**src/rtl/d8m_power_sequencer.sv**
```systemverilog
// d8m_power_sequencer: D8M camera power-up/reset/configure sequencer with retry and fault handling.
module d8m_power_sequencer #(
  parameter int unsigned T_PWDN_CYC = 500000,
  parameter int unsigned T_RST_CYC  = 50000,
  parameter int unsigned T_CFG_TO   = 5000000,
  parameter int unsigned MAX_RETRY  = 3
) (
  input  logic       clk_clk,
  input  logic       reset_reset_n,
  input  logic       enable,
  input  logic       cfg_done,
  input  logic       cfg_err,
  output logic       mipi_pwdn_n,
  output logic       mipi_reset_n,
  output logic       xclk_en,
  output logic       cfg_start,
  output logic       ready,
  output logic       fault,
  output logic [1:0] retry_cnt,
  output logic [2:0] state
);
  typedef enum logic [2:0] {OFF = 3'd0, PWRUP = 3'd1, RSTREL = 3'd2, CONFIG = 3'd3, RUN = 3'd4, FAULT = 3'd5} state_t;
  if (T_PWDN_CYC > 32'hFF_FFFF || T_RST_CYC > 32'hFF_FFFF || T_CFG_TO > 32'hFF_FFFF) begin : g_bad_time
    $error("d8m_power_sequencer: dwell/timeout parameter exceeds 24-bit counter");
  end
  if (MAX_RETRY < 1 || MAX_RETRY > 3) begin : g_bad_retry
    $error("d8m_power_sequencer: MAX_RETRY must be 1..3");
  end
  localparam logic [23:0] LD_PWDN = (T_PWDN_CYC == 0) ? 24'd0 : 24'(T_PWDN_CYC - 1);
  localparam logic [23:0] LD_RST  = (T_RST_CYC == 0) ? 24'd0 : 24'(T_RST_CYC - 1);
  localparam logic [23:0] LD_CFG  = (T_CFG_TO == 0) ? 24'd0 : 24'(T_CFG_TO - 1);
  localparam logic [1:0]  MAXR    = 2'(MAX_RETRY);
  state_t      state_q, state_d;
  logic [23:0] cnt_q, cnt_d;
  logic [1:0]  retry_q, retry_d, retry_inc;
  logic        live, done, fail;
  // cfg_start_q marks the first CONFIG cycle, during which configurator responses are ignored
  assign live      = state_q == CONFIG && !cfg_start;
  assign done      = live && cfg_done && !cfg_err;
  assign fail      = live && (cfg_err || (cnt_q == 24'd0 && !cfg_done));
  assign retry_inc = (retry_q == 2'd3) ? 2'd3 : retry_q + 2'd1;
  always_comb begin
    state_d = state_q;
    cnt_d   = (cnt_q == 24'd0) ? cnt_q : cnt_q - 24'd1;
    retry_d = retry_q;
    case (state_q)
      OFF: begin
        state_d = PWRUP;
        cnt_d   = LD_PWDN;
        retry_d = 2'd0;
      end
      PWRUP: if (cnt_q == 24'd0) begin
        state_d = RSTREL;
        cnt_d   = LD_RST;
      end
      RSTREL: if (cnt_q == 24'd0) begin
        state_d = CONFIG;
        cnt_d   = LD_CFG;
      end
      CONFIG: if (done) begin
        state_d = RUN;
      end else if (fail) begin
        retry_d = retry_inc;
        state_d = (retry_inc == MAXR) ? FAULT : PWRUP;
        cnt_d   = LD_PWDN;
      end
      RUN, FAULT: state_d = state_q;
      default: state_d = OFF;
    endcase
    if (!enable) begin
      state_d = OFF;
      cnt_d   = 24'd0;
      retry_d = (state_q == OFF || state_q == PWRUP || state_q == RSTREL || state_q == CONFIG ||
                 state_q == RUN || state_q == FAULT) ? retry_q : retry_q;
    end
  end
  // outputs decode the next state so they change on the same edge as the state register
  always_ff @(posedge clk_clk or negedge reset_reset_n) begin
    if (!reset_reset_n) begin
      state_q      <= OFF;
      cnt_q        <= 24'd0;
      retry_q      <= 2'd0;
      mipi_pwdn_n  <= 1'b0;
      mipi_reset_n <= 1'b0;
      xclk_en      <= 1'b0;
      cfg_start    <= 1'b0;
      ready        <= 1'b0;
      fault        <= 1'b0;
    end else begin
      state_q      <= state_d;
      cnt_q        <= cnt_d;
      retry_q      <= retry_d;
      mipi_pwdn_n  <= state_d inside {PWRUP, RSTREL, CONFIG, RUN};
      mipi_reset_n <= state_d inside {RSTREL, CONFIG, RUN};
      xclk_en      <= state_d inside {PWRUP, RSTREL, CONFIG, RUN};
      cfg_start    <= state_d == CONFIG && state_q != CONFIG;
      ready        <= state_d == RUN;
      fault        <= state_d == FAULT;
    end
  end
  assign retry_cnt = retry_q;
  assign state     = state_q;
endmodule

```
**config.mk**
```make
export PLATFORM = sky130hd
export DESIGN_NAME = d8m_power_sequencer
export DESIGN_NICKNAME = d
export VERILOG_FILES = /design/src/rtl/d8m_power_sequencer.sv
export SDC_FILE = /design/constraint.sdc
export NUM_CORES = 1
export LEC_CHECK = 0
export BUFFER_PORTS_ARGS = -buffer_cell sky130_fd_sc_hd__buf_2
export CAP_MARGIN = 40
export CORE_MARGIN = 3
export CORE_UTILIZATION = 34
export DETAILED_ROUTE_END_ITERATION = 7
export PLACE_DENSITY_LB_ADDON = 0.3
export SLEW_MARGIN = 20
export SYNTH_ARGS = -nofsm -noshare
export SYNTH_HDL_FRONTEND = slang
export SYNTH_SLANG_ARGS = --single-unit
```
**constraint.sdc**
```tcl
create_clock -name clk_clk -period 2.8 [get_ports clk_clk]
set_input_delay 0.14 -clock clk_clk [delete_from_list [all_inputs] [get_ports clk_clk]]
set_output_delay 0.14 -clock clk_clk [all_outputs]
set_load 0.005 [all_outputs]
```
==> metrics.txt, run 1 <==
status=complete, no violations; CTS buffer count=5; Max Fclk=between 300 and 400 MHz; Total Wirelength=between 5000 and 6000 um; critical path arrival=2.79 ns; initial antenna violation count=0; Tcrit/Tclk final=between 90% and 100%; CP required=2.97 ns; number of global-route vias before repair=about 1,700; YS warnings=0; pwr/cell area=roughly 470 nW/um^2; Setup Skew=slightly below 0.006 ns; via/cell ratio=5.41; Relative slew margins=54.3%; # IOs=16; flops & latches, synth=34; Static Leak=about 1 nW; Cell variety after synth=49; WS Path Type=flop to flop; area share of the largest cell type after synthesis=42.8%; CTS tree=built; fraction of registers with async set/reset=100%; Synth Cell Area=between 1500 and 2000 sq um; delay of the slowest cell on the worst path=0.56 ns; actual slew at the worst max-slew pin=a little under 0.7 ns; Sink Count=34; RSZ-0062 raised after global routing=no; CP cell instances=or4_4 > nand4b_1 > nor2_1 > inv_1 > ha_1 > mux2i_1 > a21oi_1 > o221a_2; Port Buffers=15; Mapped Cells=224; ant diodes=0; Hold Violations, Final=0; EDFF count, synth=0; Crit path buffers/inverters=1; nets=around 260; FP Rows=27; H-tree lvl count=2; RD Place Congestion=a little over 0.9; top cells by area, synth=dfrtp_1, nor2_1, xnor2_1, a21oi_1, nand2_1; DRT Pass-1 Iters=4; gr usage total=between 15 and 20%; share of layout cells above drive strength 1=approximately 16%; Initial Utilization=35.6%; initial drt markers=~120; kind of cell adding the most delay to the critical path=simple AND/OR/NAND/NOR gates; # setup viols final=0; worst min-delay path class=input port to flop; Critical Path Slowest Stage Cell=or4_4; largest fanout on the critical path=6; Wirelength per Cell=about 16 um; MaxCap Viol Count=0; Die Span Y=between 80 and 90 um; biggest area consumer among synthesized cells=dfrtp_1; Syn Nets=about 230; post-route ant nets=0; crit path launch type=flop; first-pass GRT wire length=~9000 um; layout overhead on the synthesized area=15.5%; Period minus WS final=2.62 ns; worst vdd ir=between 0.2 and 0.25 mV; fin. max-slew vios=0; DRC viols=0; synthesized area per cell=a little under 9 sq um; Place WS=about 0.26 ns; Clk Latency, worst-skew pair=roughly 0.28 ns; final worst slack=between 0.15 and 0.2 ns; Worst Setup End Kind=flop; clock root buffer=clkbuf_8; post-synthesis sequential area ratio=between 40% and 50%; CTS Hold Bufs=1; clock transition at the registers of the reported paths=around 0.070 ns; vias after detailed routing=between 1,500 and 2,000; commonest register cell after synthesis=dfrtp_1; fin area=between 2000 and 2500 sq um; total gr overflow=0; HPWL Detailed=about 3700 um; Die X=approximately 82 um; Die ar.=6800 sq um; core footprint=roughly 5600 sq um; TNS Setup=0 ns; post-CTS sizing=0; clock buffer depth=2; area post-placement=2170 sq um; Final Power=around 0.0011 W; setup bufs post-CTS=0; largest net degree at the start of global routing=35
-- power breakdown --
group / switching (W) / total (W) / internal [W]
Sequential: 0.0000209 / 0.000531 / 0.000510
Clock: 0.000171 / 0.000370 / 0.000198
Combinational: 0.000109 / 0.000182 / 0.0000728
-- placed cells by master (no fill, tap or decap), drive strengths merged, types with 6 or more instances in the layout --
cell type  netlist  layout
dfrtp           34      34
nor2            29      29
buf              7      24
nand2           21      21
a21oi           17      17
o21ai           13      13
xnor2           11      11
nor3            11      11
nor4            10      10
inv              9       9
clkbuf           0       7
or4              6       6
-- final cells by class --
class	instances	area [sq um]
Fill cell	580	3280
Multi-Input combinational cell	173	1050
Sequential cell	34	851
Timing Repair Buffer	25	173
Tap cell	72	90.1
Clock buffer	7	86.3
Inverter	10	37.5
Clock inverter	1	5.00
-- cell usage after synthesis (2+ instances only) --
cell type and n:
o31ai_1 4, or3_1 4, nand2_1 21, nand3_1 3, a21boi_0 2, nor2_1 29, inv_1 9, nand2b_1 3
nor4_1 9, buf_2 4, nor3_1 10, nor3b_1 2, or4_1 5, a211oi_1 2, buf_4 2, nand4_1 2
o21ai_0 12, nand4b_1 2, dfrtp_1 34, xnor2_1 11, a21oi_1 17, o211ai_1 2, ha_1 2, a31oi_1 3
xor2_1 5, o311ai_0 2
-- worst register-to-register path, cell delays in order, from the launching register on --
cell	delay, ns
dfrtp_1	0.43
or4_4	0.56
nand4b_1	0.31
nor2_1	0.25
inv_1	0.15
ha_1	0.33
mux2i_1	0.17
a21oi_1	0.09
o221a_2	0.22
-- sequential cells by signal (all words and copies together) (netlist names) --
signal and cells:
cnt_q 24, state 3, retry_cnt 2, cfg_start 1, fault 1, mipi_reset_n 1
ready 1, xclk_en 1
-- stage by stage --
stage | utilization [%] | cells | hold slack, ns
floorplan | - | 224 | -0.156
global placement | 38.9 | 312 | 0.264
detailed placement | 38.9 | 312 | 0.271
CTS | 40.7 | 321 | 0.159
global route | 41.2 | 322 | 0.171
finish | 41.2 | 322 | 0.170
-- layer usage --
metal	track usage (%)	part of all wire (%)	wire length, um	vias up
li1	-	-	-	860
met1	23.9	48	2420	818
met2	26.0	45	2260	57
met3	3.25	4.7	238	8
met4	6.31	1.8	91	0
met5	0	0	0	-
-- logic make-up (layout without fill, tap and decap cells) --
family	Yosys count	after routing	synth area share, %
and+or+nand+nor	99	99	26.2
AOI/OAI and AO/OA	54	54	17.4
DFF	34	34	42.8
buffers and inverters	17	43	4.22
xor gates and xnor gates	16	16	7.05
adders and majority gates	2	2	1.26
muxes	2	2	1.07
-- worst paths after layout --
check / startpoint / to / slack, ns / depth (start not counted)
max: cnt_q[10] / cnt_q[0] / 0.18 / 8
min: enable / cnt_q[15] / 0.17 / 3
max reg2reg: cnt_q[10] / cnt_q[0] / 0.18 / 8
min reg2reg: cnt_q[22] / cnt_q[22] / 0.53 / 1
max in group asynchronous: reset_reset_n / state[2] / 2.06 / 3
min in group asynchronous: reset_reset_n / cnt_q[18] / 0.31 / 2
No activity file was read; power rests on OpenSTA's default activity.
==> run 2, diff against run 1 <==
--- a/config.mk
+++ b/config.mk
@@ -10,7 +10,7 @@
 export CORE_MARGIN = 3
 export CORE_UTILIZATION = 34
 export DETAILED_ROUTE_END_ITERATION = 7
-export PLACE_DENSITY_LB_ADDON = 0.3
+export PLACE_DENSITY = 0.56
 export SLEW_MARGIN = 20
 export SYNTH_ARGS = -nofsm -noshare
 export SYNTH_HDL_FRONTEND = slang
==> run 2 against run 1 <==
Design area rose by 0.98%; first-iteration DRC count rose by 40%; register-to-register slack improved by 0.04 ns; sequential share of layout area fell by 0.36 points; die area did not move; non-clock buffer count rose by 3; clock skew rose by 0.0030 ns; clock power rose by 4%; worst hold slack got worse by 0.011 ns; utilization rose by 0.40 points; largest cell class unchanged.
==> metrics.txt, run 2 (same netlist as run 1, synthesis figures left out) <==
status=complete, no violations; CTS Hold Bufs=1 (unchanged); worst min-delay path class=input port to flop; setup bufs post-CTS=0 (unchanged); # IOs=16 (unchanged); CTS buffer count=5 (unchanged); Wirelength per Cell=16.0 um (+2.7%); Sequential Power Share=48.2% (-0.9 points); Die Span Y=82.4 um (unchanged); H-tree lvl count=2 (unchanged); Sink Count=34 (unchanged); clock buffer depth=2 (unchanged); nets=259 (+1.2%); CP required=3.00 ns (+0.03 ns); hold slack=0.159 ns (-0.0109 ns); Initial Utilization=35.6% (unchanged); max reg flops=24 (unchanged); clock root buffer=clkbuf_8; Die ar.=6800 sq um (unchanged); Worst Setup End Kind=flop; Relative slew margins=56.1% (+1.8 points); initial drt markers=171 (+40%); core footprint=5570 sq um (unchanged); WS Path Type=flop to flop; DRC viols=0 (unchanged); FP Rows=27 (unchanged); pwr/cell area=475 nW/um^2 (+0.76%); area post-placement=2190 sq um (+1.0%); Biggest register=cnt_q; Die X=82.4 um (unchanged); HPWL Detailed=3770 um (+2.9%); clock network fraction of total power=35.0% (+0.9 points); Period minus WS final=2.59 ns (-0.0352 ns); Hold Violations, Final=0 (unchanged); Sequential Area=851 sq um (unchanged); post-CTS sizing=0 (unchanged); Port Buffers=15 (unchanged); MaxCap Viol Count=0 (unchanged); critical path arrival=2.79 ns (about the same); clock transition at the registers of the reported paths=0.08 ns (about the same); P_sw=0.000317 W (+5.1%); gr usage total=18.0% (+0.96 points); via/cell ratio=5.32 (-1.8%); vias after detailed routing=1,728 (-0.86%); internal power=0.000785 W (+0.45%); fin area=2320 sq um (+0.98%); DRT Pass-1 Iters=4 (unchanged); Setup Skew=0.00878 ns (+0.00299 ns); actual slew at the worst max-slew pin=0.653 ns (-0.0284 ns); multi-input logic area=1050 sq um (unchanged); share of layout cells above drive strength 1=17.0% (+1.0 points); total gr overflow=0 (unchanged); post-route ant nets=0 (unchanged); RD Place Congestion=0.895 (-1.7%); number of global-route vias before repair=1,737 (unchanged); worst vdd ir=0.218 mV (+8.3%); fillers=589 (+1.6%); largest net degree at the start of global routing=35 (unchanged); TNS Setup=0 ns (unchanged); CTS tree=built; initial antenna violation count=0 (unchanged); # setup viols final=0 (unchanged); Max Fclk=386 MHz (+1.4%); Total Wirelength=5190 um (+3.6%); Static Leak=0.993 nW (+1.4%); sw frac=28.7% (+0.92 points); ant diodes=0 (unchanged); first-pass GRT wire length=9000 um (+2.8%); Tcrit/Tclk final=92.4% (-1.3 points); fin. max-slew vios=0 (unchanged); Clk Latency, worst-skew pair=0.30 ns (+0.02 ns); RSZ-0062 raised after global routing=no; crit path launch type=flop; leading cell type in the layout, fill and taps excluded=dfrtp_1; Comb pwr share=16.9% (about the same); most frequent cells in the layout=dfrtp_1, nor2_1, nand2_1; layout overhead on the synthesized area=16.6%; largest fanout on the critical path=6 (unchanged)
==> run 2: cell types whose count changed in the layout (fill, tap and decap cells not counted), sizes merged <==
cell	change
buf	+3
==> run 2: metal layers <==
| metal | vias up | global-route usage (%) | share of wire (%) |
|---|---|---|---|
| met5 | - | 0 | 0 |
| met4 | 0 | 7.81 | 2.1 |
| li1 | 864 | - | - |
| met1 | 818 | 25.5 | 51 |
| met2 | 37 | 26.3 | 44 |
| met3 | 9 | 3.69 | 3.6 |
==> run 2: per-stage QoR <==
stage	utilization (%)	setup slack, ns	power, W	cells
after floorplan	-	0.261	0.000660	224
after global placement	39.3	0.328	0.000720	315
after detailed placement	39.3	0.254	0.000719	315
after CTS	41.1	0.247	0.00111	324
after global routing	41.6	0.0767	0.00117	325
final	41.6	0.212	0.00110	325
==> run 2: worst max-delay path: stages, from the launching register on <==
cell	delay [ns]
dfrtp_1	0.43
or4_4	0.57
nand4b_1	0.29
nor2_1	0.23
inv_1	0.16
or3_1	0.43
nor3b_1	0.16
a211oi_1	0.21
==> run 2: layout make-up <==
type	count	share of cell area [%]
clock inverters	1	0.216
multi-input cells	173	45.4
clock buffers	7	3.73
flip-flops and latches	34	36.7
inverters	10	1.62
repair buffers	28	8.42
well taps	72	3.89
==> run 2: path summary, 6_finish.rpt <==
check                                   start        end  slack [ns]  cells after the start
worst max-delay path                cnt_q[10]  cnt_q[22]        0.21                      7
worst min-delay path                   enable  cnt_q[15]        0.16                      3
worst max register to register      cnt_q[10]  cnt_q[22]        0.21                      7
worst min register to register      cnt_q[22]  cnt_q[22]        0.53                      1
max in group asynchronous       reset_reset_n   cnt_q[4]        2.10                      3
min in group asynchronous       reset_reset_n   cnt_q[0]        0.28                      2
==> run 2: power by group through the flow <==
stage	clock [W]	combinational [W]	sequential (W)
floorplan	0	0.000124	0.000536
global placement	0	0.000180	0.000540
detailed placement	0	0.000179	0.000540
CTS	0.000398	0.000182	0.000530
global route	0.000427	0.000210	0.000533
finish	0.000385	0.000186	0.000531
==> run 3, diff against run 2 <==
--- a/config.mk
+++ b/config.mk
@@ -9,6 +9,7 @@
 export CAP_MARGIN = 40
 export CORE_MARGIN = 3
 export CORE_UTILIZATION = 34
+export CTS_BUF_LIST = sky130_fd_sc_hd__clkbuf_4 sky130_fd_sc_hd__clkbuf_8
 export DETAILED_ROUTE_END_ITERATION = 7
 export PLACE_DENSITY = 0.56
 export SLEW_MARGIN = 20
==> run 3 against run 2 <==
First-iteration DRC count unchanged; combinational power about the same; critical path depth unchanged; sequential power about the same; critical endpoint unchanged.
==> metrics.txt, run 3 (same netlist as run 1, synthesis figures left out) <==
met2 Usage GRT=26.3% (unchanged); hold slack=0.159 ns (-0.00000900 ns); fillers=588 (-0.17%); CTS buffer count=5 (unchanged); worst min-delay path class=input port to flop; clock transition at the registers of the reported paths=0.08 ns (about the same); CP required=3.00 ns (about the same); nets=259 (unchanged); Total Wirelength=5190 um (unchanged); Tcrit/Tclk final=92.4% (unchanged); critical path arrival=2.79 ns (about the same); Final Power=0.00111 W (+0.87%); Max Fclk=386 MHz (unchanged); FP Rows=27 (unchanged); Wirelength per Cell=16.0 um (unchanged); Biggest register=cnt_q; gr usage total=18.0% (unchanged); Critical Path Slowest Stage Cell=or4_4; H-tree lvl count=2 (unchanged); largest fanout on the critical path=6 (unchanged); clock buffer depth=2 (unchanged); met1 usage=25.5% (unchanged); Initial Utilization=35.6% (unchanged); largest net degree at the start of global routing=35 (unchanged); FF-to-FF setup slack=0.21 ns (about the same); status=complete, no violations; core footprint=5570 sq um (unchanged); max reg flops=24 (unchanged); number of global-route vias before repair=1,737 (unchanged); WS Path Type=flop to flop; initial antenna violation count=0 (unchanged); TNS Setup=0 ns (unchanged); worst vdd ir=0.219 mV (+0.27%); GRT met3 Usage=3.69% (unchanged); RSZ-0062 raised after global routing=no; post-CTS sizing=0 (unchanged); RD Place Congestion=0.895 (unchanged); Hold Violations, Final=0 (unchanged); initial drt markers=171 (unchanged); setup bufs post-CTS=0 (unchanged); Sink Count=34 (unchanged); vias after detailed routing=1,728 (unchanged); pwr/cell area=479 nW/um^2 (+0.71%); CTS tree=built; CTS Hold Bufs=1 (unchanged); crit path launch type=flop; leading cell type in the layout, fill and taps excluded=dfrtp_1; actual slew at the worst max-slew pin=0.653 ns (unchanged); Clk Latency, worst-skew pair=0.30 ns (about the same); DRT Pass-1 Iters=4 (unchanged); Die Span Y=82.4 um (unchanged); HPWL Detailed=3770 um (unchanged); CP cell instances=or4_4 > nand4b_1 > nor2_1 > inv_1 > or3_1 > nor3b_1 > a211oi_1; Worst Setup End Kind=flop; layout overhead on the synthesized area=16.8%; ant diodes=0 (unchanged); Period minus WS final=2.59 ns (unchanged); total gr overflow=0 (unchanged); Port Buffers=15 (unchanged); delay of the slowest cell on the worst path=0.57 ns (about the same); most frequent cells in the layout=dfrtp_1, nor2_1, nand2_1; fin. max-slew vios=0 (unchanged); MaxCap Viol Count=0 (unchanged); Static Leak=0.997 nW (+0.34%); first-pass GRT wire length=9000 um (unchanged); post-route ant nets=0 (unchanged); clock root buffer=clkbuf_8; # IOs=16 (unchanged); # setup viols final=0 (unchanged); GRT busiest layer=met2; DRC viols=0 (unchanged); via/cell ratio=5.32 (unchanged); Die ar.=6800 sq um (unchanged); share of layout cells above drive strength 1=17.4% (+0.40 points); Setup Skew=0.00878 ns (unchanged); Relative slew margins=56.1% (unchanged); Die X=82.4 um (unchanged)
## run 3: cell count changes in the layout (fill, tap and decap cells not counted)
cell	delta
clkbuf_4	+1
clkbuf_1	-1
## run 3: critical path, delay by kind of cell (launching register included)
| family | cells | cell delay [ns] |
|---|---|---|
| and+or+nand+nor | 5 | 1.68 |
| buffers and inverters | 1 | 0.16 |
| AOI/OAI and AO/OA | 1 | 0.21 |
| DFF | 1 | 0.43 |
## run 3: power breakdown
| group | leakage (nW) | switching, W | total, W | internal (W) |
|---|---|---|---|---|
| logic | 0.494 | 0.000110 | 0.000186 | 0.0000764 |
| clock network | 0.0517 | 0.000187 | 0.000395 | 0.000208 |
| registers | 0.451 | 0.0000204 | 0.000531 | 0.000510 |
## run 3: final cells by class
cell class              count  area (sq um)  share of cell area (%)
clock buffers               7          90.1                    3.88
clock inverters             1          5.00                   0.216
inverters                  10          37.5                    1.62
multi-input cells         173          1050                    45.3
flip-flops and latches     34           851                    36.7
well taps                  72          90.1                    3.88
repair buffers             28           195                    8.41
## run 3: routing by layer
layer  vias up  wire length [um]
met5         -                 0
met4         0               108
li1        864                 -
met2        37              2270
met3         9               188
met1       818              2630
## run 3: per-stage QoR
stage          setup slack, ns  utilization, %  std cells  cell area [sq um]
5_1_grt                 0.0769            41.6        325               2320
3_5_place_dp             0.254            39.3        315               2190
6_report                 0.212            41.6        325               2320
2_1_floorplan            0.261               -        224               1990
3_3_place_gp             0.328            39.3        315               2190
4_1_cts                  0.247            41.1        324               2290
## run 3: path summary, 6_finish.rpt
| path | start | to | cells past startpoint |
|---|---|---|---|
| worst max-delay path | cnt_q[10] | cnt_q[22] | 7 |
| worst min-delay path | enable | cnt_q[15] | 3 |
| worst max register to register | cnt_q[10] | cnt_q[22] | 7 |
| worst min register to register | cnt_q[22] | cnt_q[22] | 1 |
| max in group asynchronous | reset_reset_n | cnt_q[4] | 3 |
| min in group asynchronous | reset_reset_n | cnt_q[0] | 2 |
